[src/rtl/flit_deaggregator.sv]
// flit_deaggregator: unpacks a wide word of NOC_SPEEDUP flit slots into a registered one-flit-per-cycle stream.
// Define FLIT_DEAGG_PROTOCOL_CHECK_EN to enable the sticky head/tail framing checker on o_proto_err.
module flit_deaggregator #(
    parameter int DATA_WIDTH       = 128,
    parameter int ADDRESS_WIDTH    = 4,
    parameter int VC_ADDRESS_WIDTH = 1,
    parameter int NOC_SPEEDUP      = 4
) (
    input  logic                                                                clk,
    input  logic                                                                rst,
    input  logic [NOC_SPEEDUP*(DATA_WIDTH+ADDRESS_WIDTH+VC_ADDRESS_WIDTH+3)-1:0] i_data_in,
    input  logic                                                                i_valid_in,
    output logic                                                                o_ready_in,
    output logic [DATA_WIDTH-1:0]                                               o_data_out,
    output logic [ADDRESS_WIDTH-1:0]                                            o_dest_out,
    output logic [ADDRESS_WIDTH-1:0]                                            o_extra_out,
    output logic [VC_ADDRESS_WIDTH-1:0]                                         o_vc_out,
    output logic                                                                o_head_out,
    output logic                                                                o_tail_out,
    output logic                                                                o_valid_out,
    input  logic                                                                i_ready_out,
    output logic                                                                o_proto_err
);

    localparam int FW = DATA_WIDTH + ADDRESS_WIDTH + VC_ADDRESS_WIDTH + 3;
    // The valid bit lives in the pending mask, so stored slots drop it.
    localparam int SW = FW - 1;
    localparam int IW = $clog2(NOC_SPEEDUP);
    localparam int LW = DATA_WIDTH + ADDRESS_WIDTH;
    localparam logic [NOC_SPEEDUP-1:0] MASK_ONE = NOC_SPEEDUP'(1);

    typedef enum logic {EMPTY, DRAIN} state_t;

    state_t                 state;
    logic [NOC_SPEEDUP-1:0] mask;
    logic [NOC_SPEEDUP-1:0] new_mask;
    logic [NOC_SPEEDUP-1:0] rem_mask;
    logic [NOC_SPEEDUP-1:0] src_mask;
    logic [SW-1:0]          hold_slots [NOC_SPEEDUP];
    logic [SW-1:0]          new_slots  [NOC_SPEEDUP];
    logic [IW-1:0]          cur_idx;
    logic [IW-1:0]          nxt_idx;
    logic [SW-1:0]          nxt_slot;
    logic                   handshake;
    logic                   accept;

    function automatic logic [IW-1:0] lowest_set(input logic [NOC_SPEEDUP-1:0] m);
        lowest_set = '0;
        for (int k = NOC_SPEEDUP - 1; k >= 0; k--) begin
            if (m[k]) lowest_set = IW'(k);
        end
    endfunction

    assign o_valid_out = (state == DRAIN);
    assign o_ready_in  = (state == EMPTY) ||
                         ((state == DRAIN) && i_ready_out && ((mask & (mask - MASK_ONE)) == '0));

    // Next presented slot comes from the incoming word when one is accepted, else from what remains held.
    always_comb begin
        for (int k = 0; k < NOC_SPEEDUP; k++) begin
            new_mask[k]  = i_data_in[k*FW + FW - 1];
            new_slots[k] = i_data_in[k*FW +: SW];
        end
        handshake = (state == DRAIN) && i_ready_out;
        accept    = i_valid_in && o_ready_in;
        rem_mask  = mask;
        if (handshake) rem_mask[cur_idx] = 1'b0;
        src_mask  = accept ? new_mask : rem_mask;
        nxt_idx   = lowest_set(src_mask);
        nxt_slot  = accept ? new_slots[nxt_idx] : hold_slots[nxt_idx];
    end

    always_ff @(posedge clk) begin
        if (accept) hold_slots <= new_slots;
    end

    always_ff @(posedge clk) begin
        if (rst) begin
            state       <= EMPTY;
            mask        <= '0;
            cur_idx     <= '0;
            o_data_out  <= '0;
            o_dest_out  <= '0;
            o_extra_out <= '0;
            o_vc_out    <= '0;
            o_head_out  <= 1'b0;
            o_tail_out  <= 1'b0;
        end else if (accept || handshake) begin
            mask    <= src_mask;
            cur_idx <= nxt_idx;
            if (src_mask == '0) begin
                state       <= EMPTY;
                o_data_out  <= '0;
                o_dest_out  <= '0;
                o_extra_out <= '0;
                o_vc_out    <= '0;
                o_head_out  <= 1'b0;
                o_tail_out  <= 1'b0;
            end else begin
                state      <= DRAIN;
                o_head_out <= nxt_slot[SW-1];
                o_tail_out <= nxt_slot[SW-2];
                o_vc_out   <= nxt_slot[LW +: VC_ADDRESS_WIDTH];
                if (nxt_slot[SW-1]) begin
                    o_dest_out  <= nxt_slot[DATA_WIDTH +: ADDRESS_WIDTH];
                    o_data_out  <= nxt_slot[DATA_WIDTH-1:0];
                    o_extra_out <= '0;
                end else begin
                    o_dest_out  <= '0;
                    o_data_out  <= nxt_slot[ADDRESS_WIDTH +: DATA_WIDTH];
                    o_extra_out <= nxt_slot[ADDRESS_WIDTH-1:0];
                end
            end
        end
    end

`ifdef FLIT_DEAGG_PROTOCOL_CHECK_EN
    logic pkt_open;

    // A head must open a packet and every other flit must land inside one.
    always_ff @(posedge clk) begin
        if (rst) begin
            pkt_open    <= 1'b0;
            o_proto_err <= 1'b0;
        end else if (o_valid_out && i_ready_out) begin
            if (o_head_out == pkt_open) o_proto_err <= 1'b1;
            if (o_tail_out)             pkt_open    <= 1'b0;
            else if (o_head_out)        pkt_open    <= 1'b1;
        end
    end
`else
    assign o_proto_err = 1'b0;
`endif

endmodule
[config.mk]
export PLATFORM = sky130hd
export DESIGN_NAME = flit_deaggregator
export DESIGN_NICKNAME = d
export VERILOG_FILES = /design/src/rtl/flit_deaggregator.sv
export SDC_FILE = /design/constraint.sdc
export NUM_CORES = 2
export LEC_CHECK = 0
export ABC_AREA = 1
export ABC_CLOCK_PERIOD_IN_PS = 29400
export BUFFER_PORTS_ARGS = -buffer_cell sky130_fd_sc_hd__buf_2
export CAP_MARGIN = 0
export CORE_AREA = 2 2 269 271
export CTS_CLUSTER_DIAMETER = 50
export CTS_CLUSTER_SIZE = 25
export DETAILED_ROUTE_END_ITERATION = 10
export DIE_AREA = 0 0 271 273
export GPL_ROUTABILITY_DRIVEN = 0
export PLACE_DENSITY_LB_ADDON = 0.05
export SLEW_MARGIN = 20
export SYNTH_ARGS = -nofsm -noshare
export SYNTH_HDL_FRONTEND = slang
export SYNTH_SLANG_ARGS = --single-unit
[constraint.sdc]
create_clock -name clk -period 29.4 [get_ports clk]
set_input_delay 2.94 -clock clk [delete_from_list [all_inputs] [get_ports clk]]
set_output_delay 2.94 -clock clk [all_outputs]
set_load 0.01 [all_outputs]
==> results.txt <==
Outcome -> completed
Worst Setup End Kind -> flip-flop
Post-layout utilization of the core -> 57.2%
Ys async rst share -> 0%
Critical R2R Launch -> mask[2]
Critical path type -> primary input to flip-flop
CP arrival -> 8.86 ns
CTS tree -> done
Clk pwr share -> 37.7%
Final setup viols -> 0
Starting density of the core -> 47.9%
RR Endpoint -> o_data_out[12]
Clk Latency, worst-skew pair -> 0.65 ns
Final Hold Fails -> 0
Yosys top cell area share -> 47.7%
Vias in the first global route -> 28,500
Syn avg cell area -> 8.60 sq um
Netlist cell types -> 22
Highest clock rate -> 0.120 GHz
Hold worst-path end -> o_data_out[40]
#FFs+latches synth -> 686
Final HPWL DP -> 77,600 microns
HP Start -> o_data_out[40]
Largest cells by area after synthesis -> edfxtp_1 (48%), nand3_1 (24%), nand2_1 (12%)
First-pass DRT Iterations -> 5
Via density -> 5.68
DP Area -> 0.0373 sq mm
Largest net degree at the start of global routing -> 206
Critical Path Start Type -> primary input
Drt wl/cell -> 21.9 microns
DRC -> 0
RSZ-0062 raised after global routing -> no
Dominant cell by count in the synthesized netlist -> nand3_1
Final instance area -> 0.0406 sq mm
Synth top cells by count -> nand3_1 (1,655), nand2_1 (1,051), edfxtp_1 (540), buf_2 (230), dfxtp_1 (146)
Pint -> 2.04 mW
CTS Hold Bufs -> 0
EDFF count, synth -> 540
Total congestion overflow -> 0
Data required time of the critical path -> 29.92 ns
Setup WS pre-CTS -> 20.50 ns
Post-synth net total -> 4,502
Setup TNS -> 0 ns
Final Max Tran Viols -> 0
Relative slew slack -> 23.6%
Maximum VDD drop -> 0.0533 mV
Sw Ratio -> 33.3%
Crit path time final -> 8.34 ns
Period utilization -> 28.4%
Sequential share of the synthesized area -> 56.3%
Post-CTS Resized -> 0
Switching Power -> 1.02 mW
Layout cells sized above 1 -> 20.1%
Synth warnings -> 0
CTS Sinks -> 686
Worst r2r path cells -> 20
Clock skew -> 0.0232 ns
Wire length of the first global-routing pass -> 179,000 microns
Port bufs -> 688
Design Power -> 3.06 mW
Initial DRC Count -> 3,391
Root Buffer -> clkbuf_16
# rows -> 98
Register share of total power -> 38.6%
Routed Antenna Nets -> 0
Final wirelength -> 120,000 microns
Initial antenna violation count -> 75
Mapped Cells -> 3,954
Final setup margin -> 21.06 ns
Leakage -> 18.1 nW
Flop-to-flop setup slack -> 22.99 ns
Hold Path Class -> flip-flop to flip-flop
Fillers -> 6,600
Synth Cell Area -> 0.0340 sq mm
Vias -> 31,200
WHS Path Cells -> 2
# H-tree levels -> 3
Pwr dens -> 75.4 mW/mm^2
Multi-input gate area -> 0.0127 sq mm
Total setup buffers inserted after CTS -> 0
Boundary Pins -> 690
Top_reg_cell synth -> edfxtp_1
Die ar. -> 0.0740 sq mm
Inserted Clock Buffers -> 89
Comb pwr share -> 23.7%
Die Ht -> 273 microns
Core Area -> 0.0710 sq mm
Layout area overhead -> 19.4%
Area leader, netlist -> edfxtp_1
# Max-Cap Violations -> 0
Chip width -> 271 microns
Sequential Area -> 0.0191 sq mm
GRT Total Usage -> 31.3%
Clock Pin Slew Worst Setup and Hold Paths -> 0.06 ns
Clk buf depth -> 3
Crit-path max FO -> 84
Slew @ Worst Pin -> 1.15 ns
Final #Nets -> 4,967
worst max-delay path by stage:
stage / startpoint / endpoint / slack (ns) / depth (start not counted)
after global routing: i_ready_out / o_data_out[48] / 20.77 / 20
final: i_ready_out / o_data_out[12] / 21.06 / 20
after floorplan: i_ready_out / o_data_out[18] / 9.56 / 13
after global placement: i_ready_out / o_data_out[8] / 20.58 / 20
after CTS: i_ready_out / o_data_out[12] / 21.15 / 20
after detailed placement: i_ready_out / o_data_out[8] / 20.50 / 20
layout by cell type, fill, tap and decap left out, drive strengths merged:
cell type / n
clkinvlp: 7
edfxtp: 540
dfxtp: 146
nand3: 1656
clkinv: 22
inv: 148
a21oi: 39
clkbuf: 107
conb: 1
bufinv: 9
buf: 724
diode: 45
o31ai: 1
a31oi: 2
nand2: 1057
o21ai: 11
nor2: 26
worst max-delay path, stage by stage:
cell and delay (ns):
buf_2 0.10, nand2_1 0.06, nor2_1 0.04, nand2_1 0.09, nand2_4 0.09, nand2_8 0.54
buf_4 0.86, o21ai_2 0.22, nor2_2 0.33, nand2_8 0.44, inv_8 0.58, buf_4 0.76
buf_4 0.72, nand3_1 0.15, nand3_1 0.12, nand2_1 0.19, nand3_1 0.14, nand3_1 0.08
nand2_1 0.06, inv_1 0.04
routing by layer:
layer | GRT usage [%] | part of all wire [%]
met4 | 12.5 | 3.2
met2 | 48.8 | 47
met5 | 0 | 0.33
met1 | 41.6 | 41
met3 | 8.37 | 8.6
cell type report:
class / instances / area share (%)
Antenna cell: 45 / 0.278
Clock buffer: 107 / 5.96
Clock inverter: 61 / 1.76
Inverter: 125 / 1.22
Multi-Input combinational cell: 2793 / 31.4
Sequential cell: 686 / 47.2
Tap cell: 950 / 2.93
Timing Repair Buffer: 724 / 9.31
power groups by stage:
| stage | logic [mW] | clock network [mW] | registers [mW] |
|---|---|---|---|
| after floorplan | 0.468 | 0 | 1.25 |
| after global placement | 0.718 | 0 | 1.20 |
| after detailed placement | 0.721 | 0 | 1.20 |
| after CTS | 0.723 | 1.16 | 1.18 |
| after global routing | 0.800 | 1.20 | 1.19 |
| final | 0.725 | 1.15 | 1.18 |
registers in the layout (all words and copies together) (netlist names):
name and flops:
hold_slots 540, o_dest_out 4, o_head_out 1, o_valid_out 1, o_tail_out 1, mask 4, o_extra_out 4, o_data_out 128
cur_idx 2, o_vc_out 1
metrics by stage:
stage	hold WS [ns]	std cells
2_1_floorplan	0.490	3954
3_3_place_gp	0.451	5278
3_5_place_dp	0.454	5278
4_1_cts	0.463	5446
5_1_grt	0.489	5478
6_report	0.463	5491
cell families after synthesis:
kind of cell,Yosys count,synth area share [%]
and+or+nand+nor,2739,36.5
DFF,686,56.3
buffers and inverters,475,6.42
AOI/OAI and AO/OA,53,0.806
other,1,0.0110
Power figures use the tool's default switching activity.
